===== src/rtl/shift_rotate_seq.sv =====
// shift_rotate_seq: multi-cycle shift/rotate unit, one bit-step per clock.
// Ports:
//   clk, rst        clock, asynchronous active-high reset
//   in_valid/ready  operation request handshake (ready only in IDLE)
//   in_data/in_cnt  operand and number of bit-steps
//   in_op           000 SHL, 001 SHR, 010 ROL, 011 ROR, 100 SAR, 101 RCL, 110 RCR, 111 NOP
//   in_carry        initial carry
//   out_valid/ready result handshake
//   out_data/carry  result data and last bit moved
//   out_zero        out_data is all zeros (decoded from the data register)
//   busy            state is not IDLE
module shift_rotate_seq #(
  parameter int unsigned WIDTH = 8,
  parameter int unsigned CNT_W = 4
) (
  input  logic             clk,
  input  logic             rst,
  input  logic             in_valid,
  output logic             in_ready,
  input  logic [WIDTH-1:0] in_data,
  input  logic [CNT_W-1:0] in_cnt,
  input  logic [2:0]       in_op,
  input  logic             in_carry,
  output logic             out_valid,
  input  logic             out_ready,
  output logic [WIDTH-1:0] out_data,
  output logic             out_carry,
  output logic             out_zero,
  output logic             busy
);

  typedef enum logic [1:0] {
    IDLE  = 2'd0,
    SHIFT = 2'd1,
    DONE  = 2'd2
  } state_t;

  typedef enum logic [2:0] {
    OP_SHL = 3'b000,
    OP_SHR = 3'b001,
    OP_ROL = 3'b010,
    OP_ROR = 3'b011,
    OP_SAR = 3'b100,
    OP_RCL = 3'b101,
    OP_RCR = 3'b110,
    OP_NOP = 3'b111
  } op_t;

  state_t           state;
  op_t              op_q;
  logic [WIDTH-1:0] data_q;
  logic             carry_q;
  logic [CNT_W-1:0] cnt_q;

  logic [WIDTH-1:0] step_data;
  logic             step_carry;

  // Single bit-step of the latched operation on the working registers.
  always_comb begin
    step_data  = data_q;
    step_carry = carry_q;
    case (op_q)
      OP_SHL: begin
        step_carry = data_q[WIDTH-1];
        step_data  = {data_q[WIDTH-2:0], 1'b0};
      end
      OP_SHR: begin
        step_carry = data_q[0];
        step_data  = {1'b0, data_q[WIDTH-1:1]};
      end
      OP_SAR: begin
        step_carry = data_q[0];
        step_data  = {data_q[WIDTH-1], data_q[WIDTH-1:1]};
      end
      OP_ROL: begin
        step_carry = data_q[WIDTH-1];
        step_data  = {data_q[WIDTH-2:0], data_q[WIDTH-1]};
      end
      OP_ROR: begin
        step_carry = data_q[0];
        step_data  = {data_q[0], data_q[WIDTH-1:1]};
      end
      OP_RCL: begin
        step_carry = data_q[WIDTH-1];
        step_data  = {data_q[WIDTH-2:0], carry_q};
      end
      OP_RCR: begin
        step_carry = data_q[0];
        step_data  = {carry_q, data_q[WIDTH-1:1]};
      end
      default: begin
        step_data  = data_q;
        step_carry = carry_q;
      end
    endcase
  end

  // State, working registers and registered handshake/status outputs.
  always_ff @(posedge clk or posedge rst) begin
    if (rst) begin
      state     <= IDLE;
      op_q      <= OP_NOP;
      data_q    <= '0;
      carry_q   <= 1'b0;
      cnt_q     <= '0;
      in_ready  <= 1'b1;
      out_valid <= 1'b0;
      busy      <= 1'b0;
    end else begin
      case (state)
        IDLE: begin
          if (in_valid) begin
            data_q  <= in_data;
            carry_q <= in_carry;
            op_q    <= op_t'(in_op);
            cnt_q   <= in_cnt;
            busy    <= 1'b1;
            in_ready <= 1'b0;
            // Nothing to step: present the operand straight away.
            if (in_cnt == CNT_W'(0) || in_op == 3'b111) begin
              state     <= DONE;
              out_valid <= 1'b1;
            end else begin
              state <= SHIFT;
            end
          end
        end
        SHIFT: begin
          data_q  <= step_data;
          carry_q <= step_carry;
          cnt_q   <= cnt_q - CNT_W'(1);
          if (cnt_q == CNT_W'(1)) begin
            state     <= DONE;
            out_valid <= 1'b1;
          end
        end
        DONE: begin
          if (out_ready) begin
            state     <= IDLE;
            out_valid <= 1'b0;
            busy      <= 1'b0;
            in_ready  <= 1'b1;
          end
        end
        default: begin
          state     <= IDLE;
          out_valid <= 1'b0;
          busy      <= 1'b0;
          in_ready  <= 1'b1;
        end
      endcase
    end
  end

  assign out_data  = data_q;
  assign out_carry = carry_q;
  assign out_zero  = (data_q == '0);

endmodule

===== config.mk =====
export PLATFORM = sky130hd
export DESIGN_NAME = shift_rotate_seq
export DESIGN_NICKNAME = d
export VERILOG_FILES = /design/src/rtl/shift_rotate_seq.sv
export SDC_FILE = /design/constraint.sdc
export NUM_CORES = 1
export LEC_CHECK = 0
export ABC_AREA = 1
export CORE_ASPECT_RATIO = 1.25
export CORE_MARGIN = 2
export CORE_UTILIZATION = 52
export DETAILED_ROUTE_END_ITERATION = 7
export GPL_TIMING_DRIVEN = 0
export PLACE_DENSITY_LB_ADDON = 0.08
export REMOVE_ABC_BUFFERS = 1
export SYNTH_ARGS = -nofsm -noshare
export SYNTH_HDL_FRONTEND = slang
export SYNTH_SLANG_ARGS = --single-unit

===== constraint.sdc =====
create_clock -name clk -period 2.1 [get_ports clk]
set_input_delay 0.63 -clock clk [delete_from_list [all_inputs] [get_ports clk]]
set_output_delay 0.63 -clock clk [all_outputs]
set_load 0.05 [all_outputs]

==> flow_metrics.tcl <==
set metrics [dict create \
    die_y_um 60.8 \
    ant_nets 0 \
    clkPwrFrac_pct 6.9 \
    synth.most_common_cell "nand2_1" \
    max_freq_mhz 500 \
    antenna_found_initial 0 \
    final_core_util_pct 68.3 \
    finalClockSkew_ps 14.1 \
    grt_pass1_wl_mm 5.01 \
    syn2layout_area_growth_pct 24.6 \
    cp_num_cells 1 \
    ys.flop_type "dfrtp_1" \
    ir_worst_vdd_mv 0.836 \
    critPathMaxFanout 2 \
    die_w_um 49.5 \
    first_global_vias 1251 \
    met3_usage_pct 2.46 \
    crit_family "flip-flops" \
    clock_path_buffers 2 \
    die_area_mm2 0.00301 \
    synth_area_mm2 0.00134 \
    rsz0062_at_grt "false" \
    root_buffer "clkbuf_4" \
    gr-total-overflow 0 \
    path_class "reg -> out" \
    core_mm2 0.00245 \
    path_buf_inv 1 \
    switching_share_pct 55.9 \
    yosys-top-cells-area "dfrtp_1 (32%), nand2_1 (15%), dfstp_2 (7.8%)" \
    start_util_pct 54.8 \
    cts_max_level 1 \
    rows 20 \
    numCtsBuffers 3 \
    tritoncts "done" \
    place_area_mm2 0.00166 \
    drtIter0Drc 34 \
    drt-vias-per-instance 5.23 \
    synthDistinctLibCells 24 \
    clock_latency_ps 310 \
    reg2reg_to "out_carry" \
    num_antenna_cells 0 \
    final_cell_area_mm2 0.00167 \
    nets 241 \
    r2r_cells 6 \
    ys_ff_latch 21 \
    cts.sinks 21 \
    yosys.area.top_type "dfrtp_1" \
    reg2reg_from "state[1]" \
    use_met2_pct 41.7 \
    arrival_ps 1370 \
    place_hpwl_mm 2.21 \
    setup_viol 0 \
    maxSlewViolCount 0 \
    drt_wl_total_mm 2.94 \
    outcome "completed" \
    vias 1313 \
    cpPeakStageDelay_ps 550 \
    synth-async-reset-ratio_pct 100 \
    syn_avg_cell_area_um2 7.22 \
    grt.busiest_layer "met2" \
    hold_violations 0 \
    slew_headroom_pct 44.0 \
    crit_slowest_cell "dfstp_2" \
    p_int_w 0.00129 \
    pre_cts_slack_ps -119 \
    fin_crit_sh_pct 95.2 \
    combPwrFrac_pct 63.8 \
    wl_per_cell_um 11.7 \
    drive_gt1_share_pct 11.5 \
    worst_setup_path_start_kind "register" \
    yosys_warnings 0 \
    crit_required_ps 1470 \
    crit_path_end_kind "output port" \
    rrSetupSlack_ps 290 \
    grt_max_degree 22 \
    met1_usage_pct 23.4 \
    synth.top_cell.area_share_pct 31.7 \
    layout_min_cycle_time_ps 2000 \
    drv_cap 0 \
    crit_chain "dlygate4sd2_1" \
    drc_errors 0 \
    leakagePower_nw 0.834 \
    layout_setup_ws_ps 101 \
    cts.clk_slew.worst_paths_ps 120 \
    fillers 233 \
    syn_inst 186 \
    share_seq_of_total_power_pct 29.3 \
    worstMarginPinSlew_ps 839 \
    grt_usage_pct 21.6 \
    synth-seq-area-share_pct 39.5 \
    ctsHoldBuffers 0 \
    cp-endpoint "in_ready" \
    port_buffers 32 \
    hold_depth 2 \
    min_path_type "reg -> reg" \
    io_pins 33 \
    post_cts_buffers 0 \
    firstDrtPassIters 4 \
    p_sw_w 0.00163 \
    synthTopCellsByCount "nand2_1 (53), nor2_1 (28), inv_1 (19)" \
    synth-edff-count 0 \
    routabilityCongestion 0.766 \
    power_density_mw_per_mm2 1740 \
    crit_start "in_ready" \
]
[flip-flops by register name, indices dropped and copies added (netlist names)]
name / flops
out_data: 8
cnt_q: 4
op_q: 3
state: 2
busy: 1
in_ready: 1
out_carry: 1
out_valid: 1
[area by class of cell]
class                      instances  area, um2  share of cell area, %
clock buffer                       3       22.5                   1.35
clock inverter                     1       5.00                  0.299
inverter                          21       78.8                   4.71
multi-input combinational        140        693                   41.4
sequential                        21        531                   31.7
tap                               33       41.3                   2.47
timing repair buffer              32        303                   18.1
[metrics by stage]
stage               TNS, ps  instances  total power (W)  hold slack, ps
CTS                       0        251          0.00293             480
global placement       -125        247          0.00275             459
global route              0        251          0.00320             525
finish                    0        251          0.00291             476
floorplan              -410        182          0.00227             526
detailed placement     -119        247          0.00281             462
[logic make-up (layout without fill, tap and decap cells)]
family                   count (synthesis)  after routing  share of synthesized area (%)
AND/OR/NAND/NOR                        119            119                           41.0
AO/OA/AOI/OAI                           17             17                           7.45
buffers and inverters                   25             57                           8.94
adder cells (fa/ha/maj)                  2              2                           1.86
XOR/XNOR                                 2              2                           1.30
flip-flops                              21             21                           39.5
[routing by layer]
layer  part of all wire, %  wire length, um
met4                   1.4               40
met5                     0                0
met3                   4.7              137
met2                    52             1530
met1                    42             1230
[tightest hold or removal path, cell delays in order, from the launching register on]
cell	delay (ps)
dfstp_2	390
inv_1	40
a21oi_1	60
[worst min path at each step]
stage / start / endpoint / slack, ps
floorplan: cnt_q[3] / cnt_q[3] / 530
global placement: in_ready / in_ready / 460
detailed placement: in_ready / in_ready / 460
CTS: in_ready / in_ready / 480
global route: busy / busy / 530
finish: in_ready / in_ready / 480
[timing repair]
item / CTS / global route
endpoints found under the hold margin: 0 / 0
setup endpoints to repair: 13 / 1
gates resized for setup: 18 / 2
[power by group through the flow]
stage	Combinational, W	Sequential, W	Clock [W]
floorplan	0.00105	0.00122	0
global placement	0.00190	0.000851	0
detailed placement	0.00194	0.000864	0
CTS	0.00187	0.000851	0.000211
global route	0.00209	0.000888	0.000225
finish	0.00186	0.000853	0.000202
[cells in the final DEF, fill, tap and decap left out]
cell,instances
nand2_4,1
clkdlybuf4s50_1,19
clkbuf_4,3
nand2_2,3
inv_1,19
buf_4,1
nor2_1,28
xor2_1,2
o21ai_4,1
nand3_4,1
nor3_1,1
dfrtp_1,17
dfstp_2,4
dlygate4sd2_1,12
nand3_2,2
nand4_1,9
o221ai_1,1
nand3_1,15
nor2_4,1
a21oi_1,4
ha_1,2
clkinv_2,1
nand2_1,53
nor2_2,5
o21ai_0,11
inv_2,2
No activity file was read; power rests on OpenSTA's default activity.
==> RTL change 1 (same settings) <==
The parameter `CNT_W` goes from 4 to 5.
--- a/src/rtl/shift_rotate_seq.sv
+++ b/src/rtl/shift_rotate_seq.sv
@@ -13,3 +13,3 @@
   parameter int unsigned WIDTH = 8,
-  parameter int unsigned CNT_W = 4
+  parameter int unsigned CNT_W = 5
 ) (
Interface: changed (resized in_cnt); port bits go from 33 to 34. The function was not compared with the original's and may differ.
==> RTL change 1 against the unedited design <==
- routed wire length increased by 12%
- critical path type unchanged
- largest cell class unchanged
- critical path depth increased by 3
- area after synthesis increased by 4.8%
- power increased by 11%
- utilization increased by 0.35 points
- critical endpoint is now out_zero
- highest routed layer unchanged
- cell area increased by 7.7%
- sequential cell count increased by 1
- worst setup slack got worse by 72 ps
==> RTL change 1: results (changes against the unedited design) <==
Slowest stage cell on the critical path: sky130_fd_sc_hd__dfrtp_2 (was sky130_fd_sc_hd__dfstp_2). Total of fill cells in the finished design: 234 (was 233). The post-layout net count is 252 (was 241), and the largest net degree at the start of global routing is 24 (was 22).

The flow ran to the end, and the final reports show no timing, DRC or antenna violations. The worst-case reg-to-reg path depth is 7 (was 6), and the post-detailed-routing wire length is 3.29 mm (was 2.94 mm). The endpoint of the worst register-to-register path is out_data[2] (was out_carry). The tools report the sink of the worst hold path as in_ready (unchanged). The logs give 0.918 mV (was 0.836 mV) for the largest voltage drop on the vdd net and 0.00175 sq mm (was 0.00166 sq mm) for the total placed instance area. The initial detailed-routing violation count was 32 (was 34); the ratio of cells with drive above 1 in the final layout was 12.7% (was 11.5%). For the worst hold-check slack, the log shows 485 ps (was 476 ps). The worst clock skew was 3.88 ps (was 14.1 ps); the proportion of total power due to net switching was 55.6% (was 55.9%). Ranking of synthesized cells by instance count: sky130_fd_sc_hd__nand2_1, sky130_fd_sc_hd__nor2_1, sky130_fd_sc_hd__inv_1 (unchanged). For the via count of the first global-routing pass, the log shows 1336 (was 1251).

The maximum fanout along the worst path is 4 (was 2). The global router's overall resource usage was 23.5% (was 21.6%); the instance count after placement with tap cells included was 257 (was 247). The number of antenna violations at the first check in global routing was 0 (unchanged); the static power due to leakage was 0.884 nW (was 0.834 nW).

The via density per instance was 5.28 (was 5.23); the average routed wire per standard cell was 12.6 um (was 11.7 um). The slew of the pin with the lowest slew margin is 840 ps (was 839 ps), and the count of input and output buffers is 33 (was 32). The worst endpoint data arrival time was 1440 ps (was 1370 ps); the worst reg-to-reg setup slack was 230 ps (was 290 ps). The gate count of the mapped netlist is 194 (was 186). Longest individual stage delay on the worst path: 460 ps (was 550 ps). The weighted congestion at the end of routability-driven global placement was 0.822 (was 0.766); the post-DP HPWL was 2.35 mm (was 2.21 mm). Launching point of the worst reg2reg path: state[1] (unchanged). The distinct cell type count after synthesis was 29 (was 24); the wire length of the first global-routing pass was 5.70 mm (was 5.01 mm).

The sequential area share after synthesis was 39.4% (was 39.5%). Cell types with the largest area share after synthesis: sky130_fd_sc_hd__dfrtp_1, sky130_fd_sc_hd__nand2_1, sky130_fd_sc_hd__nor2_1 (was sky130_fd_sc_hd__dfrtp_1, sky130_fd_sc_hd__nand2_1, sky130_fd_sc_hd__dfstp_2).
## RTL change 1: worst max-delay path: cells and delay by family, from the launching register on
family,cells,cell delay [ps]
flops,1,460
buf+inv,1,180
simple gates,3,490
## RTL change 1: per-stage QoR
stage	setup slack, ps	TNS, ps
3_3_place_gp	-298	-298
5_1_grt	-56.2	-56.2
3_5_place_dp	-300	-300
2_1_floorplan	-543	-543
4_1_cts	-74.6	-74.6
6_report	28.8	0
## RTL change 1: metal layers
layer	track usage (%)	vias up	part of all wire [%]
met4	9.12	0	1.6
met3	3.37	7	4.4
met5	0	-	0
met1	27.3	640	43
met2	42.4	40	51
li1	-	696	-
## RTL change 1: layout make-up
cell class                      count  area [sq um]  share of cell area, %
Multi-Input combinational cell    145           756                   41.9
Tap cell                           34          42.5                   2.36
Sequential cell                    22           558                   31.0
Timing Repair Buffer               34           324                   18.0
Clock buffer                        4          36.3                   2.01
Inverter                           23          86.3                   4.79
## RTL change 1: how the worst max path moves through the flow
stage                      startpoint  endpoint  slack [ps]  depth (start not counted)
after global routing      out_data[3]  out_zero         -60                          4
after global placement    out_data[3]  out_zero        -300                          4
after detailed placement  out_data[3]  out_zero        -300                          4
after CTS                 out_data[3]  out_zero         -70                          4
after floorplan           out_data[3]  out_zero        -540                          3
final                     out_data[3]  out_zero          30                          4
## RTL change 1: cell families after synthesis
family,after synthesis,synth area share (%)
AOI/OAI and AO/OA,23,8.70
xor gates and xnor gates,2,1.24
muxes,1,0.799
DFF,22,39.4
and+or+nand+nor,117,39.7
adders and majority gates,2,1.78
buffers and inverters,27,8.35
## RTL change 1: what timing repair did
item,CTS,global route
pin swaps,0,1
hold buffers,0,0
setup buffers,0,1
gates resized for setup,19,6
endpoints found under the setup margin,13,1
## RTL change 1: power groups by stage
stage / sequential (W) / combinational, W / clock (W)
floorplan: 0.00128 / 0.00115 / 0
global placement: 0.000911 / 0.00201 / 0
detailed placement: 0.000930 / 0.00208 / 0
CTS: 0.000915 / 0.00201 / 0.000248
global route: 0.000979 / 0.00226 / 0.000270
finish: 0.000943 / 0.00204 / 0.000247
==> RTL change 2 (same settings) <==
Made on the original files. The 3 states of `state_t` get a one-hot encoding in 3 bits.
--- a/src/rtl/shift_rotate_seq.sv
+++ b/src/rtl/shift_rotate_seq.sv
@@ -31,6 +31,6 @@
 
-  typedef enum logic [1:0] {
-    IDLE  = 2'd0,
-    SHIFT = 2'd1,
-    DONE  = 2'd2
+  typedef enum logic [2:0] {
+    IDLE  = 3'b001,
+    SHIFT = 3'b010,
+    DONE  = 3'b100
   } state_t;
Check against the original RTL: no difference found for any inputs over 10 cycles, from zero or initial values and one cycle with rst high; not proved beyond that.
==> RTL change 2 against the unedited design <==
- sequential cell count rose by 1
- final cell count is 7.2% higher
- register-to-register slack improved by 180 ps
- via count increased by 6.5%
- sequential power barely moved
- synthesized cell count is 8.6% higher
- first-iteration DRC count down 18%
- cell area up 6.1%
- area after synthesis increased by 6.6%
- routed wire length rose by 12%
- power down 2.5%
- sequential share of layout area is 0.35 points lower
- worst setup slack lost 16 ps
- critical endpoint is now out_zero
- largest power group unchanged
==> RTL change 2: results (changes against the unedited design) <==
The met1 track demand over resource in global routing was 24.7% (was 23.4%); the internal power consumption was 0.00128 W (was 0.00129 W). The distinct cell type count after synthesis is 31 (was 24), and the headroom to the max-slew limit is 42.7% (was 44.0%). The maximum fanout along the worst path came out at 5 (was 2).

The worst clock skew came out at 3.65 ps (was 14.1 ps). The sink of the worst hold path is busy (was in_ready). The post-DP HPWL came out at 2.51 mm (was 2.21 mm).

The tools report the largest voltage drop on the vdd net as 1.07 mV (was 0.836 mV). The met3 routed wirelength was 104 um (was 137 um). The share of total power in the clock network is 7.1% (was 6.9%), and the initial detailed-routing violation count is 28 (was 34). The tools report the timing endpoint of the critical path as out_zero (was in_ready). Number of cells on the worst hold path: 1 (was 2). The launch point of the worst path is out_data[0] (was in_ready). The ratio of cells with drive above 1 in the final layout was 13.2% (was 11.5%). At the later pin of the worst-skew pair, clock insertion delay measures 300 ps.

For the weighted congestion at the end of routability-driven global placement, the log shows 0.884 (was 0.766). The gate count of the mapped netlist was 202 (was 186); the share of the clock period used by the worst path after layout was 95.9% (was 95.2%). The via count of the first global-routing pass is 1391 (was 1251), and the power density normalized to cell area is 1600 mW/mm^2 (was 1740 mW/mm^2). The logs give 3.11% (was 2.46%) for the global-route track usage on met3 and 23 (was 22) for the largest net degree at the start of global routing.

The total of fill cells in the finished design is 254 (was 233). The number of antenna violations at the first check in global routing was 0 (unchanged). The average routed wire per standard cell was 12.2 um (was 11.7 um); the wire length on met1 was 1.28 mm (was 1.23 mm). For the met2 routed wirelength, the log shows 1.83 mm (was 1.53 mm).

The via density per instance was 5.20 (was 5.23); the static power due to leakage was 0.922 nW (was 0.834 nW). The worst hold-check slack is 504 ps (was 476 ps). The tools report the source of the worst hold timing path as busy (was in_ready). The run gives 269 (was 251) as the count of placed standard cells in the final layout, fillers left out.

Clock-pin transition on the worst setup and hold timing paths: 120 ps (about the same). The run finished with clean final reports. The tools report the post-layout net count as 258 (was 241). The run gives 38.9% (was 39.5%) as the sequential area share after synthesis. The slowest stage cell on the critical path is sky130_fd_sc_hd__dfrtp_1 (was sky130_fd_sc_hd__dfstp_2). The area taken by flip-flops and latches was 557 sq um (was 531 sq um); the global router's overall resource usage was 22.5% (was 21.6%). The worst reg-to-reg setup slack came out at 470 ps (was 290 ps).

Sequential group power: 0.000852 W (was 0.000853 W). Ranking of synthesized cells by instance count: sky130_fd_sc_hd__nand2_1, sky130_fd_sc_hd__nand3_1, sky130_fd_sc_hd__inv_1 (was sky130_fd_sc_hd__nand2_1, sky130_fd_sc_hd__nor2_1, sky130_fd_sc_hd__inv_1). Wire length of the first global-routing pass: 5.61 mm (was 5.01 mm).

Worst-case setup slack after placement: -156 ps (was -119 ps). The run gives 265 (was 247) as the instance count after placement with tap cells included. The worst-case reg-to-reg path depth works out to 8 (was 6).

The launching point of the worst reg2reg path is state[0] (was state[1]). The total placed instance area is 0.00177 sq mm (was 0.00166 sq mm).
==> RTL change 2: cell count changes in the layout (fill, tap and decap cells not counted), moves of 5 or more <==
cell	unedited run	this run
sky130_fd_sc_hd__nand2_1	53	64
sky130_fd_sc_hd__nand3_1	15	24
sky130_fd_sc_hd__nand4_1	9	2
sky130_fd_sc_hd__nor2_1	28	17
sky130_fd_sc_hd__o21ai_2	0	5
==> RTL change 2: kinds of logic after synthesis <==
kind of cell    after synthesis  synth area share [%]
buf+inv                      33                  9.96
simple gates                121                  38.8
compound gates               23                  10.0
xor+xnor                      1                 0.611
flops                        22                  38.9
fa+ha+maj                     2                  1.75
==> RTL change 2: worst register-to-register path, delay by kind of cell, from the launching register on <==
kind,cells,cell delay (ps)
flops,1,570
buf+inv,3,400
compound gates,1,120
simple gates,4,470
==> RTL change 2: cell type report <==
cell class	count	share of cell area, %
clock buffers	4	1.48
inverters	30	6.48
multi-input cells	147	41.3
flip-flops and latches	22	31.3
well taps	34	2.39
repair buffers	32	17.0
